File: config.mk
export PLATFORM = sky130hd
export DESIGN_NAME = l2_request_queue
export DESIGN_NICKNAME = d
export VERILOG_FILES = /design/src/rtl/l2_request_queue.sv
export SDC_FILE = /design/constraint.sdc
export NUM_CORES = 1
export LEC_CHECK = 0
export ABC_AREA = 1
export CORE_MARGIN = 5
export CORE_UTILIZATION = 45
export DETAILED_ROUTE_END_ITERATION = 8
export GPL_ROUTABILITY_DRIVEN = 0
export GPL_TIMING_DRIVEN = 0
export PLACE_DENSITY = 0.66
export SLEW_MARGIN = 40
export SYNTH_ARGS = -nofsm -noshare
export SYNTH_HDL_FRONTEND = slang
export SYNTH_SLANG_ARGS = --single-unit
File: constraint.sdc
create_clock -name Clock -period 6 [get_ports Clock]
set_input_delay 0.6 -clock Clock [delete_from_list [all_inputs] [get_ports Clock]]
set_output_delay 0.6 -clock Clock [all_outputs]
set_load 0.02 [all_outputs]
File: src/rtl/l2_request_queue.sv
// L1->L2 request FIFO with a single-entry issue register and per-type issue counters.
// Optional L2_DEDUP_EN: drop a READ/RFO identical to the newest entry still queued.
module l2_request_queue #(
  parameter int DEPTH  = 8,
  parameter int ADDR_W = 26,
  parameter int CNT_W  = 32
) (
  input  logic                     Clock,
  input  logic                     clear,
  input  logic [1:0]               cmd_in,
  input  logic [ADDR_W-1:0]        addr_in,
  input  logic                     in_valid,
  output logic                     in_ready,
  output logic [1:0]               l2_cmd,
  output logic [ADDR_W-1:0]        l2_addr,
  output logic                     l2_valid,
  input  logic                     l2_ack,
  output logic [$clog2(DEPTH):0]   count,
  output logic                     overflow,
  output logic [CNT_W-1:0]         reads_issued,
  output logic [CNT_W-1:0]         writes_issued,
  output logic [CNT_W-1:0]         rfo_issued
);

  localparam int PW = $clog2(DEPTH);
  localparam int EW = ADDR_W + 2;

  localparam logic [1:0] CMD_NOP   = 2'b00;
  localparam logic [1:0] CMD_READ  = 2'b01;
  localparam logic [1:0] CMD_WRITE = 2'b10;
  localparam logic [1:0] CMD_RFO   = 2'b11;

  typedef enum logic {IDLE, ISSUE} state_t;

  state_t        state, state_nxt;
  logic [EW-1:0] mem [DEPTH];
  logic [PW-1:0] wr_ptr, rd_ptr;
  logic          full, is_cmd, dup, push, load, acked;
  logic [EW-1:0] head;

  assign full     = (count == (PW+1)'(DEPTH));
  assign in_ready = !full;
  assign is_cmd   = in_valid && (cmd_in != CMD_NOP);
  assign acked    = (state == ISSUE) && l2_ack;

`ifdef L2_DEDUP_EN
  logic [PW-1:0] last_ptr;
  assign last_ptr = wr_ptr - 1'b1;
  // The newest entry is still queued exactly when the FIFO is non-empty.
  assign dup = (count != '0) && (cmd_in != CMD_WRITE) &&
               (mem[last_ptr] == {cmd_in, addr_in});
`else
  assign dup = 1'b0;
`endif

  assign push = is_cmd && !full && !dup;

  // An ack on an empty FIFO with a same-cycle push forwards the incoming request.
  assign head = (count == '0) ? {cmd_in, addr_in} : mem[rd_ptr];

  always_comb begin
    state_nxt = state;
    load      = 1'b0;
    case (state)
      IDLE: begin
        if (count != '0) begin
          load      = 1'b1;
          state_nxt = ISSUE;
        end
      end
      ISSUE: begin
        if (l2_ack) begin
          if ((count != '0) || push) load = 1'b1;
          else                       state_nxt = IDLE;
        end
      end
      default: state_nxt = IDLE;
    endcase
  end

  always_ff @(posedge Clock) begin
    if (push) mem[wr_ptr] <= {cmd_in, addr_in};
  end

  always_ff @(posedge Clock) begin
    if (clear) begin
      state         <= IDLE;
      wr_ptr        <= '0;
      rd_ptr        <= '0;
      count         <= '0;
      l2_valid      <= 1'b0;
      l2_cmd        <= CMD_NOP;
      l2_addr       <= '0;
      overflow      <= 1'b0;
      reads_issued  <= '0;
      writes_issued <= '0;
      rfo_issued    <= '0;
    end else begin
      state <= state_nxt;
      if (push) wr_ptr <= wr_ptr + 1'b1;
      if (load) rd_ptr <= rd_ptr + 1'b1;
      case ({push, load})
        2'b10:   count <= count + 1'b1;
        2'b01:   count <= count - 1'b1;
        default: ;
      endcase
      if (is_cmd && full && !dup) overflow <= 1'b1;
      if (load) begin
        {l2_cmd, l2_addr} <= head;
        l2_valid          <= 1'b1;
      end else if (acked) begin
        l2_valid <= 1'b0;
      end
      if (acked) begin
        case (l2_cmd)
          CMD_READ:  reads_issued  <= reads_issued + 1'b1;
          CMD_WRITE: writes_issued <= writes_issued + 1'b1;
          CMD_RFO:   rfo_issued    <= rfo_issued + 1'b1;
          default:   ;
        endcase
      end
    end
  end

endmodule

==> results of run 1 <==
## cell type report
class | instances | area, sq um | area share (%)
clock buffers | 51 | 1052 | 5.401
inverters | 126 | 473.0 | 2.428
clock inverters | 22 | 177.7 | 0.9120
well taps | 455 | 569.3 | 2.922
diodes | 1 | 2.502 | 0.01285
flip-flops and latches | 364 | 9529 | 48.91
plain buffers | 72 | 307.8 | 1.580
repair buffers | 172 | 1852 | 9.505
multi-input cells | 1204 | 5518 | 28.32
## cells by family after synthesis
kind of cell             count (synthesis)  synth area share (%)
adder cells (fa/ha/maj)                  8                0.6349
flip-flops                             364                 60.44
AND/OR/NAND/NOR                        989                 27.03
XOR/XNOR                                12                0.6666
buffers and inverters                  198                 4.944
AO/OA/AOI/OAI                          195                 6.285
## metal layers
layer,GRT usage (%),vias to the layer above,share of wire [%]
li1,-,6364,-
met1,29.51,6158,42
met2,37.05,443,48
met3,5.270,76,7.5
met4,6.471,8,2.2
met5,0,-,0.12
## power by group
part / internal [mW] / leakage [nW] / switching, mW / total (mW)
sequential: 2.82 / 3.17 / 0.0875 / 2.91
clock: 1.30 / 0.601 / 1.01 / 2.32
combinational: 0.630 / 3.30 / 1.39 / 2.02
## worst min-delay path, cell delays in order, from the launching register on
cell,delay (ps)
dfxtp_1,310
nand2_1,60
a21oi_1,60
## flip-flops by register name, summed over array words and instances (netlist names), named ones only
| name | flops |
|---|---|
| count | 4 |
| l2_addr | 26 |
| wr_ptr | 3 |
| l2_valid | 1 |
| overflow | 1 |
| l2_cmd | 2 |
| writes_issued | 32 |
| rfo_issued | 32 |
| state | 1 |
| reads_issued | 32 |
| mem | 224 |
| rd_ptr | 3 |
## worst max-delay path by stage
stage / from / endpoint / depth (start not counted)
after floorplan: count[1] / mem[0][0] / 6
after global routing: cmd_in[1] / count[1] / 11
after global placement: cmd_in[1] / mem[2][13] / 7
after CTS: cmd_in[1] / count[1] / 11
after detailed placement: cmd_in[1] / count[1] / 11
final: cmd_in[1] / count[1] / 11
## cell usage in the layout (no fill, tap or decap), types with 6 or more instances in the layout
| cell | n |
|---|---|
| clkdlybuf4s50_1 | 161 |
| clkbuf_16 | 40 |
| nor2_2 | 7 |
| xor2_1 | 8 |
| nor2_1 | 166 |
| buf_16 | 6 |
| nand4_1 | 24 |
| clkbuf_1 | 45 |
| nor2_4 | 13 |
| buf_1 | 11 |
| ha_1 | 8 |
| dfxtp_1 | 140 |
| nor3_1 | 18 |
| clkinv_1 | 7 |
| buf_2 | 21 |
| edfxtp_1 | 224 |
| inv_1 | 122 |
| nand2_1 | 515 |
| o21ai_0 | 73 |
| nand3_1 | 225 |
| clkinv_2 | 7 |
| a21oi_1 | 114 |
==> results.py, run 1 <==
metrics = {
    "detailed_routing": {
        "drc": 0,
        "drt_iter0_markers": 939,
        "ant_nets": 0,
        "firstDrtPassIters": 5,
        "wl_per_cell_um": 18.06,
        "vias": 13050,
        "vias_per_cell": 5.289,
        "routed_wirelength_mm": 44.56,
    },
    "yosys": {
        "synth_commonest_cells": "nand2_1 (515), nand3_1 (225), edfxtp_1 (224)",
        "post_synth.cell_area_avg_sq_um": 8.928,
        "ys_seq_area_share_pct": 60.44,
        "yosysWarningCount": 0,
        "synthesis.nets": 1806,
        "synth_cell_types": 36,
        "synth_edf_count": 224,
        "synthArstFlopShare_pct": 0,
        "synth_top_cells_by_area": "edfxtp_1 (43%), dfxtp_1 (18%), nand2_1 (12%), nand3_1 (7.1%), nor2_1 (4.1%)",
        "synth_cells": 1766,
        "synth_area_sq_um": 15770,
        "synth.most_common_cell": "nand2_1",
        "yosys.area.top_type_share_pct": 42.66,
        "ys_seq_elements": 364,
        "yosys.area.top_type": "edfxtp_1",
        "synth_flop_cell": "edfxtp_1",
    },
    "clock_network": {
        "clockRootBuffer": "clkbuf_16",
        "cts_resized": 0,
        "clockBufferDepth": 3,
        "clk_latency_ps": 550,
        "clock_sinks": 364,
        "post_cts_buffers": 0,
        "cts_htree_levels": 2,
        "cts_buffers": 40,
        "cts.hold.buffers_added": 0,
        "clkTransAtPathRegs_ps": 60,
        "cts_tree": "built",
    },
    "grt": {
        "antenna_found_initial": 4,
        "grtUsageTotal_pct": 22.36,
        "overflow": 0,
        "grt_pass1_vias": 12640,
        "grt_pass1_wl_mm": 69.16,
        "grt_start_max_net_pins": 17,
    },
    "critical_path": {
        "crit_chain": "clkdlybuf4s50_1, o21ai_0, o21ai_1, nand2_1, inv_1, buf_2, ha_1, xor2_1, ha_1, o21ai_0, a21oi_1",
        "critPathTopFamily": "buffers and inverters",
        "rr_startpoint": "count[0]",
        "critPathMaxStageDelay_ps": 690,
        "start_kind": "input port",
        "cp-end-kind": "flop",
        "crit_fanout": 11,
        "r2r_slack_ps": 3250,
        "crit_slowest_cell": "clkdlybuf4s50_1",
        "crit_type": "in -> reg",
        "reg2regPathDepth": 13,
        "crit_buf_inv": 3,
        "critical_path_arrival_ps": 3510,
        "critPathRequiredTime_ps": 6420,
        "reg2reg_to": "count[2]",
    },
    "die": {
        "die_h_um": 197.2,
        "core_area_sq_um": 34540,
        "die_w_um": 197.2,
        "row_count": 68,
        "start_util_pct": 45.64,
        "io_pins": 163,
        "dieArea_sq_um": 38880,
    },
    "timing": {
        "tightest_slew_ps": 811.8,
        "max_freq_mhz": 324.2,
        "whs_ps": 473.5,
        "setup_viol_count_final": 0,
        "period_needed_ps": 3085,
        "slew_violations": 0,
        "fin_ws_ps": 2915,
        "rsz0062_at_grt": "false",
        "slew_headroom_pct": 45.88,
        "skew_ps": 18.62,
        "finalSetupTns_ps": 0,
        "hold_viol": 0,
        "fin_crit_sh_pct": 51.42,
    },
    "placed_design": {
        "dp_hpwl_mm": 31.03,
        "placed_cells": 2393,
        "portBuffers": 161,
        "post_dp_cell_area_sq_um": 18250,
        "post-place-ws_ps": 2471,
    },
    "layout": {
        "finalNonFillerCells": 2467,
        "fin_area_sq_um": 19480,
        "area_delta_synth_final_pct": 23.56,
        "layout.nets": 2020,
        "fillCellCount": 3098,
        "utilization_pct": 56.40,
        "drive_gt1_share_pct": 6.315,
    },
    "pwr": {
        "power.density_nw_per_um2": 371.5,
        "leakage_nw": 7.065,
        "p_total_mw": 7.238,
        "irDropWorstVdd_mv": 0.2466,
    },
    "run": {
        "cap_viol_max_count": 0,
    },
    "min_path": {
        "holdPathStages": 2,
        "holdPathEnd": "l2_valid",
        "holdCritPathClass": "reg -> reg",
        "hp-start": "l2_valid",
    },
    "run_status": {
        "status": "complete, no violations",
    },
}
(Power assumes the default switching activity.)
==> inputs of run 2 (changes only) <==
--- a/config.mk
+++ b/config.mk
@@ -11,7 +11,7 @@
 export DETAILED_ROUTE_END_ITERATION = 8
 export GPL_ROUTABILITY_DRIVEN = 0
 export GPL_TIMING_DRIVEN = 0
-export PLACE_DENSITY = 0.66
+export PLACE_DENSITY = 0.68
 export SLEW_MARGIN = 40
 export SYNTH_ARGS = -nofsm -noshare
 export SYNTH_HDL_FRONTEND = slang
==> constraint.sdc (replaced) <==
create_clock -name Clock -period 2.5 [get_ports Clock]
set_input_delay 0.25 -clock Clock [delete_from_list [all_inputs] [get_ports Clock]]
set_output_delay 0.25 -clock Clock [all_outputs]
set_load 0.02 [all_outputs]
==> run 2 against run 1 <==
Via count increased by 0.71%. Critical path depth decreased by 4. Worst hold slack got worse by 310 ps. Largest cell class unchanged. Power increased by 150%. Clock-buffer cell count increased by 2. Sequential cell count unchanged.
==> results.py, run 2 (synthesized netlist as in run 1, its figures left out) <==
metrics = {
    "run_status": {
        "status": "complete, no violations",
    },
    "grt": {
        "overflow": 0,
        "grt_pass1_wl_mm": 68.97,
        "grtUsageTotal_pct": 22.15,
        "antenna_found_initial": 3,
        "grt_start_max_net_pins": 19,
        "grt_pass1_vias": 12680,
    },
    "pwr": {
        "p_total_mw": 17.91,
        "leakage_nw": 7.144,
        "irDropWorstVdd_mv": 0.5331,
        "power.density_nw_per_um2": 910.9,
    },
    "die": {
        "die_w_um": 197.2,
        "io_pins": 163,
        "core_area_sq_um": 34540,
        "start_util_pct": 45.64,
        "dieArea_sq_um": 38880,
        "row_count": 68,
        "die_h_um": 197.2,
    },
    "placed_design": {
        "portBuffers": 161,
        "dp_hpwl_mm": 30.78,
        "placed_cells": 2392,
        "post_dp_cell_area_sq_um": 18270,
        "post-place-ws_ps": -667.8,
    },
    "critical_path": {
        "start_kind": "flop",
        "reg2regPathDepth": 7,
        "endpoint": "mem[6][19]",
        "rr_startpoint": "count[2]",
        "critical_path_arrival_ps": 2560,
        "crit_fanout": 15,
        "cp-end-kind": "flop",
        "r2r_slack_ps": 170,
        "critPathRequiredTime_ps": 2730,
        "crit_start": "count[2]",
        "crit_type": "reg -> reg",
        "reg2reg_to": "mem[6][19]",
    },
    "timing": {
        "whs_ps": 162.2,
        "hold_viol": 0,
        "max_freq_mhz": 428.7,
        "setup_viol_count_final": 0,
        "fin_crit_sh_pct": 93.32,
        "fin_ws_ps": 167.1,
        "period_needed_ps": 2333,
        "slew_violations": 0,
        "finalSetupTns_ps": 0,
        "rsz0062_at_grt": "false",
        "tightest_slew_ps": 718.3,
        "slew_headroom_pct": 52.11,
        "skew_ps": 8.686,
    },
    "detailed_routing": {
        "vias_per_cell": 5.329,
        "wl_per_cell_um": 18.06,
        "ant_nets": 0,
        "firstDrtPassIters": 7,
        "vias": 13140,
        "drc": 0,
        "routed_wirelength_mm": 44.53,
        "drt_iter0_markers": 1023,
    },
    "layout": {
        "finalNonFillerCells": 2466,
        "largest_register_ffs": 224,
        "final_common_cell": "nand2_1",
        "area_delta_synth_final_pct": 24.71,
        "final_cell_mix": "nand2_1 (514), nand3_1 (224), edfxtp_1 (224), nor2_1 (165), clkdlybuf4s50_1 (159)",
        "fin_area_sq_um": 19660,
        "utilization_pct": 56.92,
        "fillCellCount": 3047,
        "drive_gt1_share_pct": 6.965,
        "top_register": "mem",
        "layout.nets": 2019,
    },
    "clock_network": {
        "cts_htree_levels": 2,
        "cts_tree": "built",
        "clock_sinks": 364,
        "clkTransAtPathRegs_ps": 60,
        "clockBufferDepth": 3,
        "clockRootBuffer": "clkbuf_16",
        "clk_latency_ps": 530,
        "cts_buffers": 39,
    },
    "run": {
        "cap_viol_max_count": 0,
    },
    "min_path": {
        "holdCritPathClass": "in -> reg",
    },
}
## run 2: changes by cell type in the layout (fill, tap and decap cells not counted), moves of 3 or more
cell       previous run  this run
clkinv_2              7         4
bufinv_16             1         5
buf_8                 5         1
clkbuf_8              1         5
buf_16                6         9
## run 2: critical path: stages, from the launching register on
cell and delay, ps:
dfxtp_2 400, inv_1 80, nand4_1 170, nand2_1 200
inv_1 140, nand2_1 260, nor2_4 540, buf_16 230
## run 2: power breakdown
group	internal (mW)	total, mW	leakage, nW	switching [mW]
registers	6.77	6.99	3.17	0.225
logic	1.57	4.92	3.32	3.35
clock network	3.62	6.00	0.653	2.38
total	12.0	17.9	7.14	5.95
## run 2: layer usage
layer	routed length (um)	up-vias	global-route usage, %	share of wire, %
met5	27	-	0	0.061
met4	839	4	5.624	1.9
met3	3404	62	4.946	7.6
met2	21270	461	37.09	48
met1	18990	6256	29.40	43
li1	-	6359	-	-
## run 2: area by class of cell
type / instances / area (sq um) / area share, %
Clock inverter: 19 / 239.0 / 1.215
Tap cell: 455 / 569.3 / 2.895
Antenna cell: 1 / 2.502 / 0.01273
Inverter: 126 / 473.0 / 2.405
Sequential cell: 364 / 9532 / 48.48
Multi-Input combinational cell: 1204 / 5550 / 28.23
Buffer: 72 / 314.1 / 1.597
Clock buffer: 53 / 1100 / 5.593
Timing Repair Buffer: 172 / 1883 / 9.577
## run 2: worst min-delay path by stage
| stage | from | endpoint | cells after the start |
|---|---|---|---|
| after floorplan | addr_in[0] | mem[0][0] | 0 |
| after global placement | overflow | overflow | 2 |
| after detailed placement | overflow | overflow | 2 |
| after CTS | cmd_in[1] | mem[0][27] | 1 |
| after global routing | cmd_in[0] | mem[6][26] | 1 |
| final | cmd_in[0] | mem[6][26] | 1 |
## run 2: what timing repair did
action,CTS,global route
endpoints found under the setup margin,3,48
hold buffers,0,0
gates resized for setup,5,11
pin swaps,1,1
setup buffers,0,1
